==> config.mk <==
export PLATFORM = sky130hd
export DESIGN_NAME = rf_wb_arbiter
export DESIGN_NICKNAME = d
export VERILOG_FILES = /design/src/rtl/rf_wb_pkg.sv /design/src/rtl/rf_wb_slot.sv /design/src/rtl/rf_wb_arbiter.sv
export SDC_FILE = /design/constraint.sdc
export NUM_CORES = 1
export LEC_CHECK = 0
export ABC_AREA = 1
export BUFFER_PORTS_ARGS = -buffer_cell sky130_fd_sc_hd__buf_4
export CAP_MARGIN = 20
export CELL_PAD_IN_SITES_DETAIL_PLACEMENT = 2
export CELL_PAD_IN_SITES_GLOBAL_PLACEMENT = 2
export CORE_MARGIN = 5
export CORE_UTILIZATION = 26
export CTS_BUF_LIST = sky130_fd_sc_hd__clkbuf_16
export CTS_CLUSTER_SIZE = 25
export DETAILED_ROUTE_END_ITERATION = 8
export PLACE_DENSITY = 0.83
export SLEW_MARGIN = 10
export SYNTH_ARGS = -nofsm -noshare
export SYNTH_HDL_FRONTEND = slang
export SYNTH_SLANG_ARGS = --single-unit
==> constraint.sdc <==
create_clock -name clk -period 3.4 [get_ports clk]
set_input_delay 0.68 -clock clk [delete_from_list [all_inputs] [get_ports clk]]
set_output_delay 0.68 -clock clk [all_outputs]
set_load 0.005 [all_outputs]
==> src/rtl/rf_wb_pkg.sv <==
`default_nettype none
// ============================================================================
// Module   : rf_wb_pkg
// Brief    : Shared defaults and requester ids for the register-file
//            writeback arbiter.
// Revision : 1.0 - initial release
// ============================================================================
package rf_wb_pkg;

  localparam int c_addr_w_dflt = 5;
  localparam int c_data_w_dflt = 32;
  // Pending time never exceeds two cycles, so two bits order any two slots.
  localparam int c_age_w       = 2;

  typedef enum logic {
    REQ_ALU  = 1'b0,
    REQ_LOAD = 1'b1
  } req_id_e;

endpackage
`default_nettype wire

==> src/rtl/rf_wb_slot.sv <==
`default_nettype none
// ============================================================================
// Module   : rf_wb_slot
// Brief    : Single-entry writeback holding slot (valid, addr, data, age).
// Revision : 1.0 - initial release
// ============================================================================
module rf_wb_slot
  import rf_wb_pkg::*;
#(
  parameter int ADDR_W = c_addr_w_dflt,
  parameter int DATA_W = c_data_w_dflt
) (
  input  logic               clk,
  input  logic               rst_n,
  input  logic               i_load,
  input  logic               i_consume,
  input  logic [ADDR_W-1:0]  i_addr,
  input  logic [DATA_W-1:0]  i_data,
  output logic               o_valid,
  output logic [ADDR_W-1:0]  o_addr,
  output logic [DATA_W-1:0]  o_data,
  output logic [c_age_w-1:0] o_age
);

  logic               r_valid;
  logic [ADDR_W-1:0]  r_addr;
  logic [DATA_W-1:0]  r_data;
  logic [c_age_w-1:0] r_age;

  // A load wins over a consume so a granted slot refills at the same edge.
  always_ff @(posedge clk) begin
    if (!rst_n) begin
      r_valid <= 1'b0;
      r_addr  <= '0;
      r_data  <= '0;
      r_age   <= '0;
    end else if (i_load) begin
      r_valid <= 1'b1;
      r_addr  <= i_addr;
      r_data  <= i_data;
      r_age   <= '0;
    end else if (i_consume) begin
      r_valid <= 1'b0;
      r_age   <= '0;
    end else if (r_valid && (r_age != '1)) begin
      r_age   <= r_age + 1'b1;
    end
  end

  assign o_valid = r_valid;
  assign o_addr  = r_addr;
  assign o_data  = r_data;
  assign o_age   = r_age;

endmodule
`default_nettype wire

==> src/rtl/rf_wb_arbiter.sv <==
`default_nettype none
// ============================================================================
// Module   : rf_wb_arbiter
// Brief    : Two-requester (ALU/load) register-file writeback arbiter with
//            one holding slot per requester. Define RF_WB_STATS_EN to build
//            the saturating stall counter.
// Revision : 1.0 - initial release
// ============================================================================
module rf_wb_arbiter
  import rf_wb_pkg::*;
#(
  parameter int ADDR_W  = c_addr_w_dflt,
  parameter int DATA_W  = c_data_w_dflt,
  parameter int STALL_W = 16
) (
  input  logic               clk,
  input  logic               rst_n,
  input  logic               req0_valid,
  input  logic [ADDR_W-1:0]  req0_addr,
  input  logic [DATA_W-1:0]  req0_data,
  output logic               req0_ready,
  input  logic               req1_valid,
  input  logic [ADDR_W-1:0]  req1_addr,
  input  logic [DATA_W-1:0]  req1_data,
  output logic               req1_ready,
  output logic               rf_we,
  output logic [ADDR_W-1:0]  rf_a3,
  output logic [DATA_W-1:0]  rf_wd3,
  output logic               busy,
  output logic [STALL_W-1:0] stall_cnt
);

  logic [1:0]         w_valid;
  logic [1:0]         w_load;
  logic [1:0]         w_gnt;
  logic [ADDR_W-1:0]  w_in_addr [2];
  logic [DATA_W-1:0]  w_in_data [2];
  logic [ADDR_W-1:0]  w_addr    [2];
  logic [DATA_W-1:0]  w_data    [2];
  logic [c_age_w-1:0] w_age     [2];

  logic               w_gnt_any;
  req_id_e            w_gnt_id;
  logic [ADDR_W-1:0]  w_gnt_addr;
  logic [DATA_W-1:0]  w_gnt_data;
  req_id_e            r_rr_ptr;

  assign w_in_addr[0] = req0_addr;
  assign w_in_addr[1] = req1_addr;
  assign w_in_data[0] = req0_data;
  assign w_in_data[1] = req1_data;
  assign w_load       = {req1_valid & req1_ready, req0_valid & req0_ready};

  for (genvar gi = 0; gi < 2; gi++) begin : g_slot
    rf_wb_slot #(
      .ADDR_W (ADDR_W),
      .DATA_W (DATA_W)
    ) u_slot (
      .clk       (clk),
      .rst_n     (rst_n),
      .i_load    (w_load[gi]),
      .i_consume (w_gnt[gi]),
      .i_addr    (w_in_addr[gi]),
      .i_data    (w_in_data[gi]),
      .o_valid   (w_valid[gi]),
      .o_addr    (w_addr[gi]),
      .o_data    (w_data[gi]),
      .o_age     (w_age[gi])
    );
  end

  // Same-address writes must retire in arrival order; otherwise round-robin.
  always_comb begin
    w_gnt_any = 1'b0;
    w_gnt_id  = REQ_ALU;
    if (&w_valid) begin
      w_gnt_any = 1'b1;
      if (w_addr[0] == w_addr[1]) begin
        w_gnt_id = (w_age[1] > w_age[0]) ? REQ_LOAD : REQ_ALU;
      end else begin
        w_gnt_id = r_rr_ptr;
      end
    end else if (w_valid[0]) begin
      w_gnt_any = 1'b1;
      w_gnt_id  = REQ_ALU;
    end else if (w_valid[1]) begin
      w_gnt_any = 1'b1;
      w_gnt_id  = REQ_LOAD;
    end
  end

  assign w_gnt      = {w_gnt_any & (w_gnt_id == REQ_LOAD),
                       w_gnt_any & (w_gnt_id == REQ_ALU)};
  assign w_gnt_addr = (w_gnt_id == REQ_LOAD) ? w_addr[1] : w_addr[0];
  assign w_gnt_data = (w_gnt_id == REQ_LOAD) ? w_data[1] : w_data[0];

  // Register 0 is hardwired; its writes are swallowed without a strobe.
  assign rf_we      = w_gnt_any & (w_gnt_addr != '0);
  assign rf_a3      = rf_we ? w_gnt_addr : '0;
  assign rf_wd3     = rf_we ? w_gnt_data : '0;

  assign req0_ready = ~w_valid[0] | w_gnt[0];
  assign req1_ready = ~w_valid[1] | w_gnt[1];
  assign busy       = |w_valid;

  always_ff @(posedge clk) begin
    if (!rst_n) begin
      r_rr_ptr <= REQ_ALU;
    end else if (&w_valid) begin
      r_rr_ptr <= (w_gnt_id == REQ_ALU) ? REQ_LOAD : REQ_ALU;
    end
  end

`ifdef RF_WB_STATS_EN
  logic               w_stall;
  logic [STALL_W-1:0] r_stall_cnt;

  assign w_stall = (req0_valid & ~req0_ready) | (req1_valid & ~req1_ready);

  always_ff @(posedge clk) begin
    if (!rst_n) begin
      r_stall_cnt <= '0;
    end else if (w_stall && (r_stall_cnt != '1)) begin
      r_stall_cnt <= r_stall_cnt + 1'b1;
    end
  end

  assign stall_cnt = r_stall_cnt;
`else
  assign stall_cnt = '0;
`endif

endmodule
`default_nettype wire

==> out/results.ini, run 1 <==
[clock_tree]
hold_buffers = 0
clkTransAtPathRegs_ns = 0.06
clock-sinks = 81
cts-root-buf = clkbuf_16
clkLatencyLatePin_ns = 0.34
numCtsBuffers = 9
cts_buffer_depth = 2
htreeDepth = 3
tritoncts = yes

[sta]
worst_pin_slew_ns = 0.714
min_period_over_period_pct = 96.6
hold-worst-slack_ns = 0.448
max_freq_mhz = 305
setup-violations-final = 0
maxSlewHeadroom_pct = 52.4
slew_viol_final = 0
fin_skew_ns = 0.00583
hold_viol = 0
layout_min_cycle_time_ns = 3.28

[job]
maxCapViolations = 0

[pwr]
p_leak_nw = 2.49
cellPowerDensity_mw_per_mm2 = 489
ir_drop_uv = 196
total_power_w = 0.00264

[finish]
num_antenna_cells = 0
fin_util_pct = 37.1
fin_cells = 866
seq_area_mm2 = 0.00163
syn2layout_area_growth_pct = 39.9
fin_area_mm2 = 0.00540
final.fill_count = 1685
final_nets = 760
drive_gt1_share_pct = 24.9
multi_input_area_mm2 = 0.00174

[grt]
grt_pass1_wl_um = 22300
grt_pass1_vias = 4416
grt_usage_pct = 15.8
grt_max_degree = 78
antenna_found_initial = 0
grt.overflow.total = 0

[floorplan]
die-area_mm2 = 0.0174
die_y_um = 132
die_w_um = 132
start_util_pct = 26.5
fp-row-count = 44
core-area_mm2 = 0.0145
ioPinCount = 135

[placement]
io_buffer_count = 118
dpl.hpwl_um = 9370
place_area_mm2 = 0.00482
place_inst = 838
gp_congestion = 0.742

[synthesis]
avgSynthCellArea_um2 = 6.83
yosysTopAreaCell = dfxtp_1
ys_seq_area_share_pct = 42.1
synth-edff-count = 0
ys_ff_latch = 81
synthArstFlopShare_pct = 0
ys.flop_type = dfxtp_1
ys_types = 27
ys.warnings.count = 0
synth_top_area_share_pct = 42.1
synthesis.area_mm2 = 0.00386
yosysMostFrequentCell = o21ai_0
syn_inst = 565
synthTopCellsByArea = dfxtp_1 42%, o21ai_0 14%, nor2_1 10%
netlist_top_cells_count = 105 x o21ai_0, 104 x nor2_1, 83 x inv_1

[worst_hold_path]
holdPathStages = 2
hold_start = g_slot[1].u_slot.o_data[31]$_SDFFE_PN0P_
hold_path_class = flip-flop to flip-flop

[run_status]
status = completed

[detailed_routing]
wirelength_um = 14800
num_vias = 3985
ant_nets = 0
drt_first_pass_iters = 4
via_per_inst = 4.60
drcViolationCount = 0
drtIter0Drc = 142
wire_per_inst_um = 17.1

[worst_setup_path]
worstReg2RegStart = g_slot[1].u_slot.o_age[0]$_SDFFE_PP0P_
critPathCaptureType = output pin
crit_fanout = 8
worst_ep_required_time_ns = 2.72
path_class = flip-flop to output pin
startpoint_type = flip-flop
cp-startpoint = g_slot[1].u_slot.o_addr[3]$_SDFFE_PN0P_
worstPathArrival_ns = 2.60
reg2reg_depth = 13

report_power, final:
group | internal (W) | total, W | switching [W]
Combinational | 0.000258 | 0.000564 | 0.000306
Clock | 0.000629 | 0.00102 | 0.000388
Sequential | 0.00102 | 0.00106 | 0.0000352
Total | 0.00191 | 0.00264 | 0.000729
logic make-up after synthesis:
group / after synthesis / synth area share, %
buf+inv: 135 / 15.7
simple gates: 186 / 19.4
flops: 81 / 42.1
compound gates: 155 / 20.8
fa+ha+maj: 4 / 1.30
other cells: 1 / 0.0972
xor+xnor: 3 / 0.682
routing by layer:
layer  GRT usage [%]  share of wire (%)  wire (µm)  up-vias
li1                -                  -          -     1956
met1            17.9                 41       6030     1911
met2            29.2                 52       7760       98
met3            3.66                4.7        696       20
met4            5.20                2.0        298        0
met5               0                  0          0        -
metrics by stage:
stage | TNS, ns | worst slack [ns]
finish | 0 | 0.116
global route | -0.311 | -0.0225
CTS | 0 | 0.00846
detailed placement | 0 | 0.380
global placement | 0 | 0.526
floorplan | 0 | 0.788
placed cells by master, fill, tap and decap left out, types with 4 or more instances in the layout:
cell / n
clkbuf_16: 12
nand3_1: 9
dfxtp_1: 78
conb_1: 16
a21oi_1: 45
o21ai_0: 105
inv_1: 83
nor2_1: 103
nand2_2: 6
buf_12: 4
nand2_1: 60
buf_4: 124
final timing paths:
path | slack [ns] | to
worst max-delay path | 0.12 | rf_wd3[10]
worst min-delay path | 0.45 | g_slot[1].u_slot.o_data[31]$_SDFFE_PN0P_
worst max register to register | 0.63 | g_slot[1].u_slot.o_addr[3]$_SDFFE_PN0P_
worst min register to register | 0.45 | g_slot[1].u_slot.o_data[31]$_SDFFE_PN0P_
critical path, cell delays in order (launching register included):
cell and delay [ns]:
dfxtp_1 0.35, inv_1 0.08, nand2_1 0.07, nand2_1 0.08, nor2_2 0.15, nand3_1 0.14
nand2_2 0.11, nand3_4 0.14, nand2_8 0.14, nand2_1 0.07, nand2_1 0.11, nand3_2 0.12
o21bai_4 0.19, buf_12 0.18, clkbuf_16 0.16, nor2_1 0.05, buf_4 0.13
state kept, by name (all words and copies together) (netlist names):
signal                 flops
g_slot.u_slot.o_data      64
g_slot.u_slot.o_addr      10
g_slot.u_slot.o_age        4
g_slot.u_slot.o_valid      2
r_rr_ptr                   1
repair_timing:
item,CTS,global route
gates cloned,2,4
setup endpoints to repair,30,37
pin swaps,4,6
hold endpoints to repair,0,0
gates resized for setup,5,13
setup buffers,5,2
area by class of cell:
cell class,count,area share [%]
inverters,85,5.91
clock inverters,6,1.39
clock buffers,9,4.17
multi-input cells,364,32.2
well taps,184,4.27
repair buffers,137,21.9
flip-flops and latches,81,30.1
No activity file was read; power rests on OpenSTA's default activity.
==> run 2: changes to the inputs <==
--- a/config.mk
+++ b/config.mk
@@ -6,15 +6,15 @@
 export NUM_CORES = 1
 export LEC_CHECK = 0
 export ABC_AREA = 1
-export BUFFER_PORTS_ARGS = -buffer_cell sky130_fd_sc_hd__buf_4
 export CAP_MARGIN = 20
 export CELL_PAD_IN_SITES_DETAIL_PLACEMENT = 2
 export CELL_PAD_IN_SITES_GLOBAL_PLACEMENT = 2
 export CORE_MARGIN = 5
-export CORE_UTILIZATION = 26
+export CORE_UTILIZATION = 33
 export CTS_BUF_LIST = sky130_fd_sc_hd__clkbuf_16
 export CTS_CLUSTER_SIZE = 25
 export DETAILED_ROUTE_END_ITERATION = 8
+export DONT_BUFFER_PORTS = 1
 export PLACE_DENSITY = 0.83
 export SLEW_MARGIN = 10
 export SYNTH_ARGS = -nofsm -noshare
==> run 2 against run 1 <==
Against the previous run:
- clock skew barely moved
- non-clock buffer count decreased by 122
- first-iteration DRC count shrank 37%
- via count decreased by 11%
- total power shrank 7.2%
- routed wire length shrank 12%
- die area fell by 20%
- clock-buffer cell count did not move
- utilization increased by 2.1 points
- worst hold slack got worse by 0.0018 ns
- worst setup slack got worse by 0.028 ns
- critical endpoint is now rf_we
- highest routed layer is now met5
==> out/results.ini, run 2 (same netlist as run 1, synthesis figures left out) <==
[clock_tree]
clkTransAtPathRegs_ns = 0.06  ; about the same
cts_buffer_depth = 2  ; unchanged
clkLatencyLatePin_ns = 0.34  ; about the same
htreeDepth = 3  ; unchanged
clock-sinks = 81  ; unchanged
hold_buffers = 0  ; unchanged
numCtsBuffers = 9  ; unchanged
tritoncts = yes
cts-root-buf = clkbuf_16

[placement]
io_buffer_count = 0  ; -100%
gp_congestion = 0.769  ; +3.6%
dpl.hpwl_um = 8370  ; -11%

[sta]
fin_skew_ns = 0.00617  ; +0.000344 ns
hold-worst-slack_ns = 0.447  ; -0.00182 ns
maxSlewHeadroom_pct = 58.3  ; +5.9 points
worst_pin_slew_ns = 0.624  ; -0.0896 ns
layout_min_cycle_time_ns = 3.31  ; +0.0283 ns
slew_viol_final = 0  ; unchanged
setup-violations-final = 0  ; unchanged
max_freq_mhz = 302  ; -0.86%
min_period_over_period_pct = 97.4  ; +0.83 points
setup_tns_ns = 0  ; unchanged
hold_viol = 0  ; unchanged

[detailed_routing]
drt_first_pass_iters = 4  ; unchanged
drtIter0Drc = 90  ; -37%
num_vias = 3556  ; -11%
drcViolationCount = 0  ; unchanged
wire_per_inst_um = 18.5  ; +8.3%
wirelength_um = 13100  ; -12%
ant_nets = 0  ; unchanged
via_per_inst = 5.04  ; +9.5%

[finish]
final.fill_count = 1333  ; -21%
final_nets = 640  ; -16%
syn2layout_area_growth_pct = 16.0
drive_gt1_share_pct = 14.6  ; -10 points
final_common_cell = o21ai_0
num_antenna_cells = 0  ; unchanged
largest_reg_flops = 64  ; unchanged
final_cell_mix = 104 x o21ai_0, 84 x inv_1, 80 x dfxtp_1, 73 x nor2_1, 59 x nand2_1

[pwr]
clockPowerShare_pct = 39.8  ; +1.2 points
ir_drop_uv = 241  ; +23%
p_leak_nw = 1.85  ; -26%
pwr-share-seq_pct = 43.1  ; +3.0 points
comb_power_share_pct = 17.2  ; -4.2 points
p_sw_share_pct = 29.0  ; +1.4 points
cellPowerDensity_mw_per_mm2 = 547  ; +12%
p_switching_w = 0.000710  ; -2.6%
intPower_w = 0.00174  ; -9.0%

[worst_setup_path]
worst_ep_required_time_ns = 2.72  ; about the same
path_class = flip-flop to output pin
reg2reg_to = g_slot[0].u_slot.o_age[1]$_SDFFE_PP0P_
rrSetupSlack_ns = 0.78  ; +0.15 ns
worstPathArrival_ns = 2.63  ; +0.03 ns
worstReg2RegStart = g_slot[1].u_slot.o_age[0]$_SDFFE_PP0P_
slowest_delay_ns = 0.35  ; about the same
startpoint_type = flip-flop
crit_chain = inv_1, ha_1, nand2_1, a21boi_1, nand4_1, nand3_4, nand3_1, nand2_1, nand3_2, o21bai_4, buf_12, buf_12, inv_1
critPathCaptureType = output pin
cp-startpoint = g_slot[1].u_slot.o_age[0]$_SDFFE_PP0P_
crit_fanout = 11  ; +3
reg2reg_depth = 12  ; -1
crit_slowest_cell = dfxtp_2

[worst_hold_path]
holdPathStages = 2  ; unchanged
hold_path_class = flip-flop to flip-flop
hold_end = g_slot[1].u_slot.o_data[21]$_SDFFE_PN0P_
hold_start = g_slot[1].u_slot.o_data[21]$_SDFFE_PN0P_

[floorplan]
fp-row-count = 39  ; -11%
start_util_pct = 33.8  ; +7.2 points
die_y_um = 118  ; -10%
die-area_mm2 = 0.0139  ; -20%
die_w_um = 118  ; -10%
ioPinCount = 135  ; unchanged
core-area_mm2 = 0.0114  ; -21%

[run_status]
status = completed

[grt]
grt_max_degree = 78  ; unchanged
grt_usage_pct = 17.6  ; +1.8 points
grt_pass1_wl_um = 19700  ; -12%
antenna_found_initial = 2  ; +2
grt_pass1_vias = 3849  ; -13%
grt.overflow.total = 0  ; unchanged

[job]
maxCapViolations = 0  ; unchanged

-- run 2: cell types whose count changed in the layout (fill, tap and decap cells not counted), moves of 3 or more --
| cell | before | now |
|---|---|---|
| clkinv_1 | 3 | 0 |
| nor2_2 | 3 | 33 |
| nor2_1 | 103 | 73 |
| clkinvlp_4 | 0 | 4 |
| buf_4 | 124 | 7 |
-- run 2: how the worst max path moves through the flow --
stage | end | cells past startpoint | slack, ns
2_1_floorplan | rf_a3[0] | 12 | 0.79
3_3_place_gp | rf_a3[0] | 12 | 0.36
3_5_place_dp | rf_wd3[16] | 12 | 0.22
4_1_cts | rf_wd3[16] | 12 | -0.02
5_1_grt | rf_we | 13 | -0.06
6_report | rf_we | 13 | 0.09
-- run 2: critical path, delay by kind of cell, from the launching register on --
kind                     cells  cell delay [ns]
AO/OA/AOI/OAI                2             0.35
adder cells (fa/ha/maj)      1             0.28
buffers and inverters        4             0.42
flip-flops                   1             0.35
AND/OR/NAND/NOR              6             0.86
-- run 2: timing repair --
item | in CTS | in global routing
pin swaps | 3 | 3
gates resized for setup | 4 | 45
endpoints found under the setup margin | 37 | 37
gates cloned | 2 | 3
buffers inserted | 1 | 3
-- run 2: metrics by stage --
step           cells  cell area (µm²)  setup WS, ns  util [%]  total power (W)
3_3_place_gp     680             3870         0.358      33.9          0.00138
2_1_floorplan    580             3910         0.788         -          0.00134
6_report         706             4470        0.0880      39.2          0.00245
3_5_place_dp     681             3900         0.220      34.1          0.00141
4_1_cts          700             4250       -0.0168      37.2          0.00241
5_1_grt          706             4470       -0.0574      39.2          0.00258
-- run 2: area by class of cell --
type | instances | area [µm²] | area share (%)
Clock inverter | 7 | 72.6 | 1.62
Clock buffer | 9 | 225 | 5.03
Tap cell | 143 | 179 | 4.00
Inverter | 85 | 319 | 7.13
Timing Repair Buffer | 15 | 221 | 4.95
Sequential cell | 81 | 1620 | 36.3
Multi-Input combinational cell | 366 | 1830 | 41.0
-- run 2: metal layers --
| metal | track usage (%) | up-vias | share of wire [%] |
|---|---|---|---|
| met1 | 20.6 | 1728 | 43 |
| met4 | 5.95 | 4 | 1.4 |
| met3 | 6.34 | 18 | 5.0 |
| met5 | 0 | - | 0.20 |
| li1 | - | 1719 | - |
| met2 | 29.9 | 87 | 50 |
-- run 2: power groups by stage --
stage / combinational, W / clock [W] / sequential (W)
after floorplan: 0.000276 / 0 / 0.00106
after global placement: 0.000313 / 0 / 0.00107
after detailed placement: 0.000334 / 0 / 0.00107
after CTS: 0.000350 / 0.00101 / 0.00105
after global routing: 0.000470 / 0.00105 / 0.00106
final: 0.000420 / 0.000974 / 0.00105
